==> src/rtl/l2_cache_control.sv <==
// L2 cache control FSM: sequences tag/data array strobes, writeback and fill
// bursts to physical memory, and keeps saturating hit/miss/writeback counters.
module l2_cache_control #(
    parameter int CNT_W = 32
) (
    input  logic             clk,
    input  logic             rst,
    input  logic             mem_read,
    input  logic             mem_write,
    output logic             mem_resp,
    output logic             pmem_read,
    output logic             pmem_write,
    input  logic             pmem_resp,
    input  logic             hit,
    input  logic             dirty_out,
    output logic             tag_load,
    output logic             valid_load,
    output logic             dirty_load,
    output logic             dirty_in,
    output logic [1:0]       writing,
    input  logic             perf_clear,
    output logic [CNT_W-1:0] hit_count,
    output logic [CNT_W-1:0] miss_count,
    output logic [CNT_W-1:0] wb_count
);

    typedef enum logic [1:0] {
        IDLE      = 2'd0,
        COMPARE   = 2'd1,
        WRITEBACK = 2'd2,
        FILL      = 2'd3
    } state_t;

    state_t state;
    state_t next_state;
    logic   first_cmp;
    logic   req;
    logic   is_write;
    logic   hit_inc;
    logic   miss_inc;
    logic   wb_inc;

    assign req      = mem_read | mem_write;
    assign is_write = mem_write;

    function automatic logic [CNT_W-1:0] sat_inc(input logic [CNT_W-1:0] cnt);
        return (&cnt) ? cnt : cnt + 1'b1;
    endfunction

    always_ff @(posedge clk) begin
        if (rst) begin
            state     <= IDLE;
            first_cmp <= 1'b0;
        end else begin
            state <= next_state;
            if (state == IDLE && req)
                first_cmp <= 1'b1;
            else if (state == FILL && pmem_resp)
                first_cmp <= 1'b0;
        end
    end

    // Strobes are suppressed while rst is high so no array is written during reset.
    always_comb begin
        next_state = state;
        mem_resp   = 1'b0;
        pmem_read  = 1'b0;
        pmem_write = 1'b0;
        tag_load   = 1'b0;
        valid_load = 1'b0;
        dirty_load = 1'b0;
        dirty_in   = 1'b0;
        writing    = 2'b00;
        hit_inc    = 1'b0;
        miss_inc   = 1'b0;
        wb_inc     = 1'b0;
        if (!rst) begin
            case (state)
                IDLE: begin
                    if (req)
                        next_state = COMPARE;
                end
                COMPARE: begin
                    hit_inc  = first_cmp & hit;
                    miss_inc = first_cmp & ~hit;
                    if (hit) begin
                        mem_resp   = 1'b1;
                        next_state = IDLE;
                        if (is_write) begin
                            writing    = 2'b10;
                            dirty_load = 1'b1;
                            dirty_in   = 1'b1;
                        end
                    end else if (dirty_out) begin
                        next_state = WRITEBACK;
                    end else begin
                        next_state = FILL;
                    end
                end
                WRITEBACK: begin
                    pmem_write = 1'b1;
                    if (pmem_resp) begin
                        wb_inc     = 1'b1;
                        next_state = FILL;
                    end
                end
                FILL: begin
                    pmem_read = 1'b1;
                    if (pmem_resp) begin
                        writing    = 2'b01;
                        tag_load   = 1'b1;
                        valid_load = 1'b1;
                        dirty_load = 1'b1;
                        dirty_in   = 1'b0;
                        next_state = COMPARE;
                    end
                end
                default: next_state = IDLE;
            endcase
        end
    end

    // perf_clear wins over any increment landing in the same cycle.
    always_ff @(posedge clk) begin
        if (rst || perf_clear) begin
            hit_count  <= '0;
            miss_count <= '0;
            wb_count   <= '0;
        end else begin
            if (hit_inc)
                hit_count <= sat_inc(hit_count);
            if (miss_inc)
                miss_count <= sat_inc(miss_count);
            if (wb_inc)
                wb_count <= sat_inc(wb_count);
        end
    end

endmodule

==> config.mk <==
export PLATFORM = sky130hd
export DESIGN_NAME = l2_cache_control
export DESIGN_NICKNAME = d
export VERILOG_FILES = /design/src/rtl/l2_cache_control.sv
export SDC_FILE = /design/constraint.sdc
export NUM_CORES = 1
export LEC_CHECK = 0
export ABC_AREA = 1
export BUFFER_PORTS_ARGS = -buffer_cell sky130_fd_sc_hd__buf_2
export CORE_MARGIN = 2
export CORE_UTILIZATION = 57
export DETAILED_ROUTE_END_ITERATION = 16
export PLACE_DENSITY = 0.81
export SLEW_MARGIN = 20
export SYNTH_ARGS = -nofsm -noshare
export SYNTH_HDL_FRONTEND = slang
export SYNTH_SLANG_ARGS = --single-unit
export TNS_END_PERCENT = 5
==> constraint.sdc <==
create_clock -name clk -period 2.04 [get_ports clk]
set_input_delay 0.408 -clock clk [delete_from_list [all_inputs] [get_ports clk]]
set_output_delay 0.408 -clock clk [all_outputs]
set_load 0.05 [all_outputs]
==> key figures, run 1 <==
Timing
  – Number of endpoints with negative hold slack in the final report: 0
  – Layout Skew: 0.0124 ns
  – Fin. max-slew vios: 0
  – Achievable clock frequency: 510 MHz
  – Time the worst path needs with I/O delays and setup: ~2.0 ns
  – Min setup slack post-route: roughly 0.080 ns
  – Actual transition at the worst max-transition pin: 0.373 ns
  – Period utilization: between 90% and 100%
  – Relative slew slack: approximately three quarters
  – Setup violators final: 0
  – Post-route setup TNS: 0 ns

Setup path
  – CP arrival: ~1.6 ns
  – Crit path capture type: output pin
  – Critical path startpoint category: flop
  – Cell mode on critical path: inv_1
  – Worst Path Required: 1.63 ns
  – Delay contributed by the slowest stage of the critical path: 0.36 ns
  – Critical path, cell by cell: inv_1 -> ha_1 -> inv_1 -> nor2_1 -> buf_2
  – Critical-path maximum fanout: 4
  – Critical-path top delay cell: dfxtp_1
  – Classification of the worst setup path: reg2out

Synth
  – Average instance area after synthesis: 6.15 µm²
  – Synth Area in Simple Gates: 50.2%
  – Adder-cell share of the synthesized area: 1.41%
  – Combinational family with the most area after synthesis: simple AND/OR/NAND/NOR gates
  – Post-synthesis net count: slightly above 1000
  – Syn Inst Count: 1009
  – Synth Area in Compound Gates: 6.72%
  – Share of the yosys chip area belonging to registers: 31.9%
  – Unique masters post-synth: 32
  – Mux share of post-synthesis cell area: 0%
  – Netlist area before placement: 6200 µm²
  – Number of warning messages in the yosys log: 0
  – Seq cells post-synth: 99
  – XOR/XNOR share of the synthesized area: 0.423%

Drt
  – Routed via count: 6733
  – Post-detailed-route wirelength per cell: 12.3 µm
  – Count of routing violations after the opening detailed-route iteration: 577
  – Aggregate routed wire length: 15600 µm
  – Post-route antenna net violation count: 0
  – DRT Pass-1 Iters: 6
  – Drc violations: 0
  – Ratio of routed vias to standard cells: 5.31

Power
  – Cell-internal power: 2670 µW
  – Static leakage power: around 0.0029 µW
  – Post-layout total power: about 3700 µW
  – Reg power frac: between 50 and 60%
  – IR drop worst, VDD: 0.000518 V
  – Part of the total power dissipated in combinational logic: a little under an eighth
  – Power density cells: 517 nW/µm²
  – Switching share of power: 27.3%
  – Fraction of power consumed by the clock network: between 30% and 40%
  – Switching power: about 1000 µW

Clock tree
  – CTS HTree Levels: 3
  – CTS clk-pin slew, worst paths: 0.09 ns
  – Clock tree from TritonCTS: done
  – CTS buffer count: 9
  – Worst skew pair latency: 0.38 ns
  – Post CTS Setup Buffer Count: 0
  – Sink Count: 99
  – Number of buffers added to fix hold violations after cts: 0
  – Clock tree root buffer cell: clkbuf_8
  – CTS max path bufs: 2

Cells and area
  – Area occupied by registers: 1980 µm²
  – Fin util: 66.2%
  – Signed area change from the synthesized netlist to the final layout: 14.6%
  – Fillers: 1013
  – Antenna cell count: 0
  – Post-layout net count: 1139
  – Final non-filler cell area: 7110 µm²
  – Most common library cell in the layout ignoring fill and taps: nand2_1
  – Commonest cells after routing, fill and taps aside: nand2_1 (265), nor2_1 (248), buf_2 (110), dfxtp_1 (99), inv_1 (87)
  – Area of the multi-input gates: 3670 µm²
  – Fraction of final layout cells sized beyond drive strength 1: 19.5%

Floorplan
  – Number of top-level pins: 113
  – Die Outline Area: 11700 µm²
  – Horiz. Die Dim: between 100 and 150 µm
  – Initial standard-cell utilization of the core: a little under 60%
  – Site Rows: 38
  – Core box area: 10700 µm²
  – Die height: between 100 and 150 µm

Run
  – Number of max-cap violations: 0

Placement
  – Dpl cell area: between 6000 and 7000 µm²
  – Final weighted congestion in routability-driven placement: 0.983
  – Post-Place Worst Slack: around 0.17 ns
  – Half-perimeter wire length of the detailed placement result: 11800 µm
  – Number of buffers added on ports: 112

Worst hold path
  – Class of the tightest hold or removal check: in2reg

Global routing
  – Global-route wire length before repair: between 20000 and 30000 µm
  – Via count of the first global-routing pass: 5712
  – Total congestion overflow: 0
  – Number of antenna violations at the first check in global routing: 0
  – Pin count of the biggest net entering global routing: 31
  – Total routing usage reported by global routing: about 27%

Outcome
  – Status: finished, final reports clean
==> power by group through the flow <==
stage	clock [µW]	combinational, µW	sequential [µW]
finish	1280	414	1980
global route	1370	458	1990
CTS	1290	400	1980
detailed placement	0	398	2020
global placement	0	391	2020
floorplan	0	303	2030
==> final cells by class <==
| type | instances | share of cell area, % |
|---|---|---|
| inverter | 100 | 5.28 |
| tap | 140 | 2.46 |
| sequential | 99 | 27.9 |
| multi-input combinational | 784 | 51.6 |
| clock buffer | 11 | 1.99 |
| clock inverter | 3 | 0.563 |
| timing repair buffer | 130 | 10.2 |
==> stage by stage <==
step                      cells  hold slack (ns)
after floorplan            1009            0.495
after global placement     1253            0.490
after detailed placement   1253            0.501
after CTS                  1267            0.319
after global routing       1267            0.357
final                      1267            0.327
==> registers in the layout (all words and copies together), names as in the netlist <==
name and flops:
state 2, first_cmp 1, miss_count 32, wb_count 32, hit_count 32
==> final timing paths <==
kind	from	to	slack, ns	cells past startpoint
max	state[0]	pmem_write	0.08	5
max reg2reg	state[0]	wb_count[20]	0.13	9
min	mem_read	first_cmp	0.33	3
min reg2reg	wb_count[1]	wb_count[1]	0.51	2
==> per-layer routing <==
layer / global-route usage, % / up-vias / routed length [µm]
met5: 0 / - / 0
met2: 42.4 / 249 / 6860
met3: 3.07 / 22 / 1190
li1: - / 3434 / -
met1: 38.3 / 3028 / 7260
met4: 9.89 / 0 / 296
==> cells in the mapped netlist <==
cell type	number	area, µm²
nor2_8	1	20.0
clkinv_1	4	15.0
buf_6	9	101
and2_1	2	12.5
o21bai_1	1	7.51
nor2_4	8	90.1
a21oi_1	61	305
nand3b_1	3	22.5
inv_2	9	33.8
inv_1	87	327
nor3_1	3	15.0
nor2_2	17	106
or2_2	1	6.26
buf_4	6	45.0
o21ai_0	9	45.0
nand3_4	2	35.0
xor2_1	1	8.76
nand2_1	265	995
a31oi_1	7	43.8
a211oi_1	1	7.51
dfxtp_1	99	1980
nand3_1	80	400
nor2_1	250	938
ha_1	7	87.6
nand3_2	22	220
xnor2_1	2	17.5
clkbuf_1	1	3.75
nand4_1	26	163
buf_2	10	50.1
o211ai_1	1	7.51
nand2_2	13	81.3
nand2_4	1	11.3
==> worst max-delay path, delay by kind of cell (launching register included) <==
| kind | cells | cell delay [ns] |
|---|---|---|
| fa+ha+maj | 1 | 0.24 |
| flops | 1 | 0.36 |
| buf+inv | 3 | 0.49 |
| simple gates | 1 | 0.09 |
==> repair_timing <==
item | 4_1_cts | 5_1_grt
gates resized for setup | 0 | 6
hold endpoints to repair | 0 | 0
endpoints found under the setup margin | 0 | 13
==> cells by family after synthesis <==
| kind of cell | after synthesis |
|---|---|
| flops | 99 |
| fa+ha+maj | 7 |
| xor+xnor | 3 |
| simple gates | 694 |
| compound gates | 80 |
| buf+inv | 126 |
Note: power is estimated with default switching activity, not from simulation.
==> run 2: changes to the inputs <==
--- a/config.mk
+++ b/config.mk
@@ -6,11 +6,13 @@
 export NUM_CORES = 1
 export LEC_CHECK = 0
 export ABC_AREA = 1
+export ABC_CLOCK_PERIOD_IN_PS = 2040
 export BUFFER_PORTS_ARGS = -buffer_cell sky130_fd_sc_hd__buf_2
 export CORE_MARGIN = 2
 export CORE_UTILIZATION = 57
 export DETAILED_ROUTE_END_ITERATION = 16
 export PLACE_DENSITY = 0.81
+export RECOVER_POWER = 100
 export SLEW_MARGIN = 20
 export SYNTH_ARGS = -nofsm -noshare
 export SYNTH_HDL_FRONTEND = slang
==> run 2 against run 1 <==
- via count hardly changed
- combinational power hardly changed
- critical path depth stayed put
- worst setup slack better by 0.00084 ns
- clock-buffer cell count stayed put
- cell count stayed put
- die area stayed put
- largest cell class unchanged
- first-iteration DRC count is 6.9% lower
- sequential share of layout area is 0.54 points higher
- highest routed layer unchanged
- hold slack worse by 0.0012 ns
- wire length is 0.36% higher
- critical endpoint unchanged
- power hardly changed
==> key figures, run 2 (synthesis results as in run 1) <==
Outcome
  – Status: finished, final reports clean

Global routing
  – Via count of the first global-routing pass: 5712 (unchanged)
  – Pin count of the biggest net entering global routing: 31 (unchanged)
  – Global-route wire length before repair: 26000 µm (unchanged)
  – Number of antenna violations at the first check in global routing: 0 (unchanged)
  – Total routing usage reported by global routing: 27.0% (unchanged)
  – Total congestion overflow: 0 (unchanged)

Cells and area
  – Post-layout net count: 1139 (unchanged)
  – Commonest cells after routing, fill and taps aside: nand2_1 (265), nor2_1 (248), dfxtp_1 (99), clkbuf_1 (96), inv_1 (88)
  – Fraction of final layout cells sized beyond drive strength 1: 11.0% (-8.5 points)
  – Antenna cell count: 0 (unchanged)
  – Signed area change from the synthesized netlist to the final layout: 12.4%
  – Fin util: 64.9% (-1.3 points)
  – Largest registers: hit_count (32), miss_count (32), wb_count (32)
  – Final non-filler cell area: 6970 µm² (-1.9%)
  – Most common library cell in the layout ignoring fill and taps: nand2_1

Placement
  – Number of buffers added on ports: 112 (unchanged)
  – Half-perimeter wire length of the detailed placement result: 11800 µm (unchanged)
  – Final weighted congestion in routability-driven placement: 0.983 (unchanged)
  – Post-Place Worst Slack: 0.167 ns (unchanged)
  – Dpl cell area: 6910 µm² (unchanged)

Clock tree
  – CTS max path bufs: 2 (unchanged)
  – CTS clk-pin slew, worst paths: 0.09 ns (about the same)
  – Sink Count: 99 (unchanged)
  – Clock tree root buffer cell: clkbuf_8
  – Clock tree from TritonCTS: done
  – CTS HTree Levels: 3 (unchanged)
  – Post CTS Setup Buffer Count: 0 (unchanged)
  – CTS buffer count: 9 (unchanged)
  – Worst skew pair latency: 0.38 ns (about the same)

Drt
  – Ratio of routed vias to standard cells: 5.31 (about the same)
  – Post-route antenna net violation count: 0 (unchanged)
  – DRT Pass-1 Iters: 5 (-1)
  – Post-detailed-route wirelength per cell: 12.4 µm (+0.36%)
  – Aggregate routed wire length: 15700 µm (+0.36%)
  – Routed via count: 6731 (-0.030%)
  – Count of routing violations after the opening detailed-route iteration: 537 (-6.9%)
  – Drc violations: 0 (unchanged)

Power
  – Power density cells: 528 nW/µm² (+2.0%)
  – IR drop worst, VDD: 0.000519 V (about the same)
  – Static leakage power: 0.00251 µW (-14%)

Timing
  – Min setup slack post-route: 0.0806 ns (+0.000842 ns)
  – Actual transition at the worst max-transition pin: 0.614 ns (+0.241 ns)
  – Relative slew slack: 59.2% (-16 points)
  – Time the worst path needs with I/O delays and setup: 1.96 ns (-0.000842 ns)
  – Number of endpoints with negative hold slack in the final report: 0 (unchanged)
  – Post-route setup TNS: 0 ns (unchanged)
  – Achievable clock frequency: 510 MHz (about the same)
  – Layout Skew: 0.0100 ns (-0.00243 ns)
  – Setup violators final: 0 (unchanged)
  – Period utilization: 96.0% (about the same)
  – Fin. max-slew vios: 0 (unchanged)

Run
  – Number of max-cap violations: 0 (unchanged)

Worst hold path
  – Class of the tightest hold or removal check: in2reg

Floorplan
  – Site Rows: 38 (unchanged)
  – Die height: 108 µm (unchanged)
  – Number of top-level pins: 113 (unchanged)
  – Initial standard-cell utilization of the core: 57.7% (unchanged)
  – Core box area: 10700 µm² (unchanged)
  – Horiz. Die Dim: 108 µm (unchanged)
  – Die Outline Area: 11700 µm² (unchanged)

Setup path
  – Classification of the worst setup path: reg2out
  – Start point of the critical path: state[0]
  – Worst Path Required: 1.63 ns (about the same)
  – Reg2Reg Depth: 9 (unchanged)
  – Critical R2R Capture: wb_count[20]
  – Worst setup slack for register-to-register paths: 0.12 ns (about the same)
  – Worst setup path endpoint: pmem_write
  – Reg-to-reg startpoint: state[0]
  – Critical path startpoint category: flop
  – CP arrival: 1.55 ns (about the same)
  – Crit path capture type: output pin
  – Critical-path maximum fanout: 4 (unchanged)
-- run 2: cell types whose count changed in the layout (fill, tap and decap cells not counted) --
cell      delta
buf_6        +1
clkbuf_1    +95
buf_2       -95
buf_12       -1
inv_1        +1
inv_2        -1
nand3_4      -1
nand3_2      +1
-- run 2: power breakdown --
group	internal (µW)	switching (µW)	leakage, µW
clock network	585	698	0.0000950
registers	1960	26.0	0.000798
logic	130	283	0.00161
-- run 2: what timing repair did --
action / 4_1_cts / 5_1_grt
hold buffers: 0 / 0
setup endpoints to repair: 0 / 13
resized for setup: 0 / 6
-- run 2: final cells by class --
cell class / instances / area, µm²
well taps: 140 / 175
multi-input cells: 784 / 3660
clock buffers: 11 / 141
flip-flops and latches: 99 / 1980
clock inverters: 3 / 40.0
fillers: 1045 / 3770
repair buffers: 130 / 598
inverters: 100 / 375
-- run 2: metrics by stage --
step                cells  hold WS [ns]  power [µW]
finish               1267         0.326        3680
global route         1267         0.357        3820
CTS                  1267         0.319        3670
detailed placement   1253         0.501        2420
global placement     1253         0.490        2410
floorplan            1009         0.495        2330
-- run 2: how the worst min path moves through the flow --
| stage | from | end | slack (ns) | depth (start not counted) |
|---|---|---|---|---|
| floorplan | state[0] | state[0] | 0.50 | 2 |
| global placement | wb_count[1] | wb_count[1] | 0.49 | 2 |
| detailed placement | wb_count[1] | wb_count[1] | 0.50 | 2 |
| CTS | mem_read | first_cmp | 0.32 | 3 |
| global route | mem_read | first_cmp | 0.36 | 3 |
| finish | mem_read | first_cmp | 0.33 | 3 |
-- run 2: worst max-delay path: stages (launching register included) --
cell and delay [ns]:
dfxtp_1 0.36, inv_1 0.12, ha_1 0.24, inv_1 0.11, nor2_1 0.09, buf_2 0.26
-- run 2: routing by layer --
| metal | part of all wire, % | vias up | track usage [%] |
|---|---|---|---|
| li1 | - | 3430 | - |
| met1 | 47 | 3031 | 38.3 |
| met2 | 44 | 246 | 42.4 |
| met3 | 7.3 | 24 | 3.07 |
| met4 | 1.9 | 0 | 9.89 |
| met5 | 0 | - | 0 |
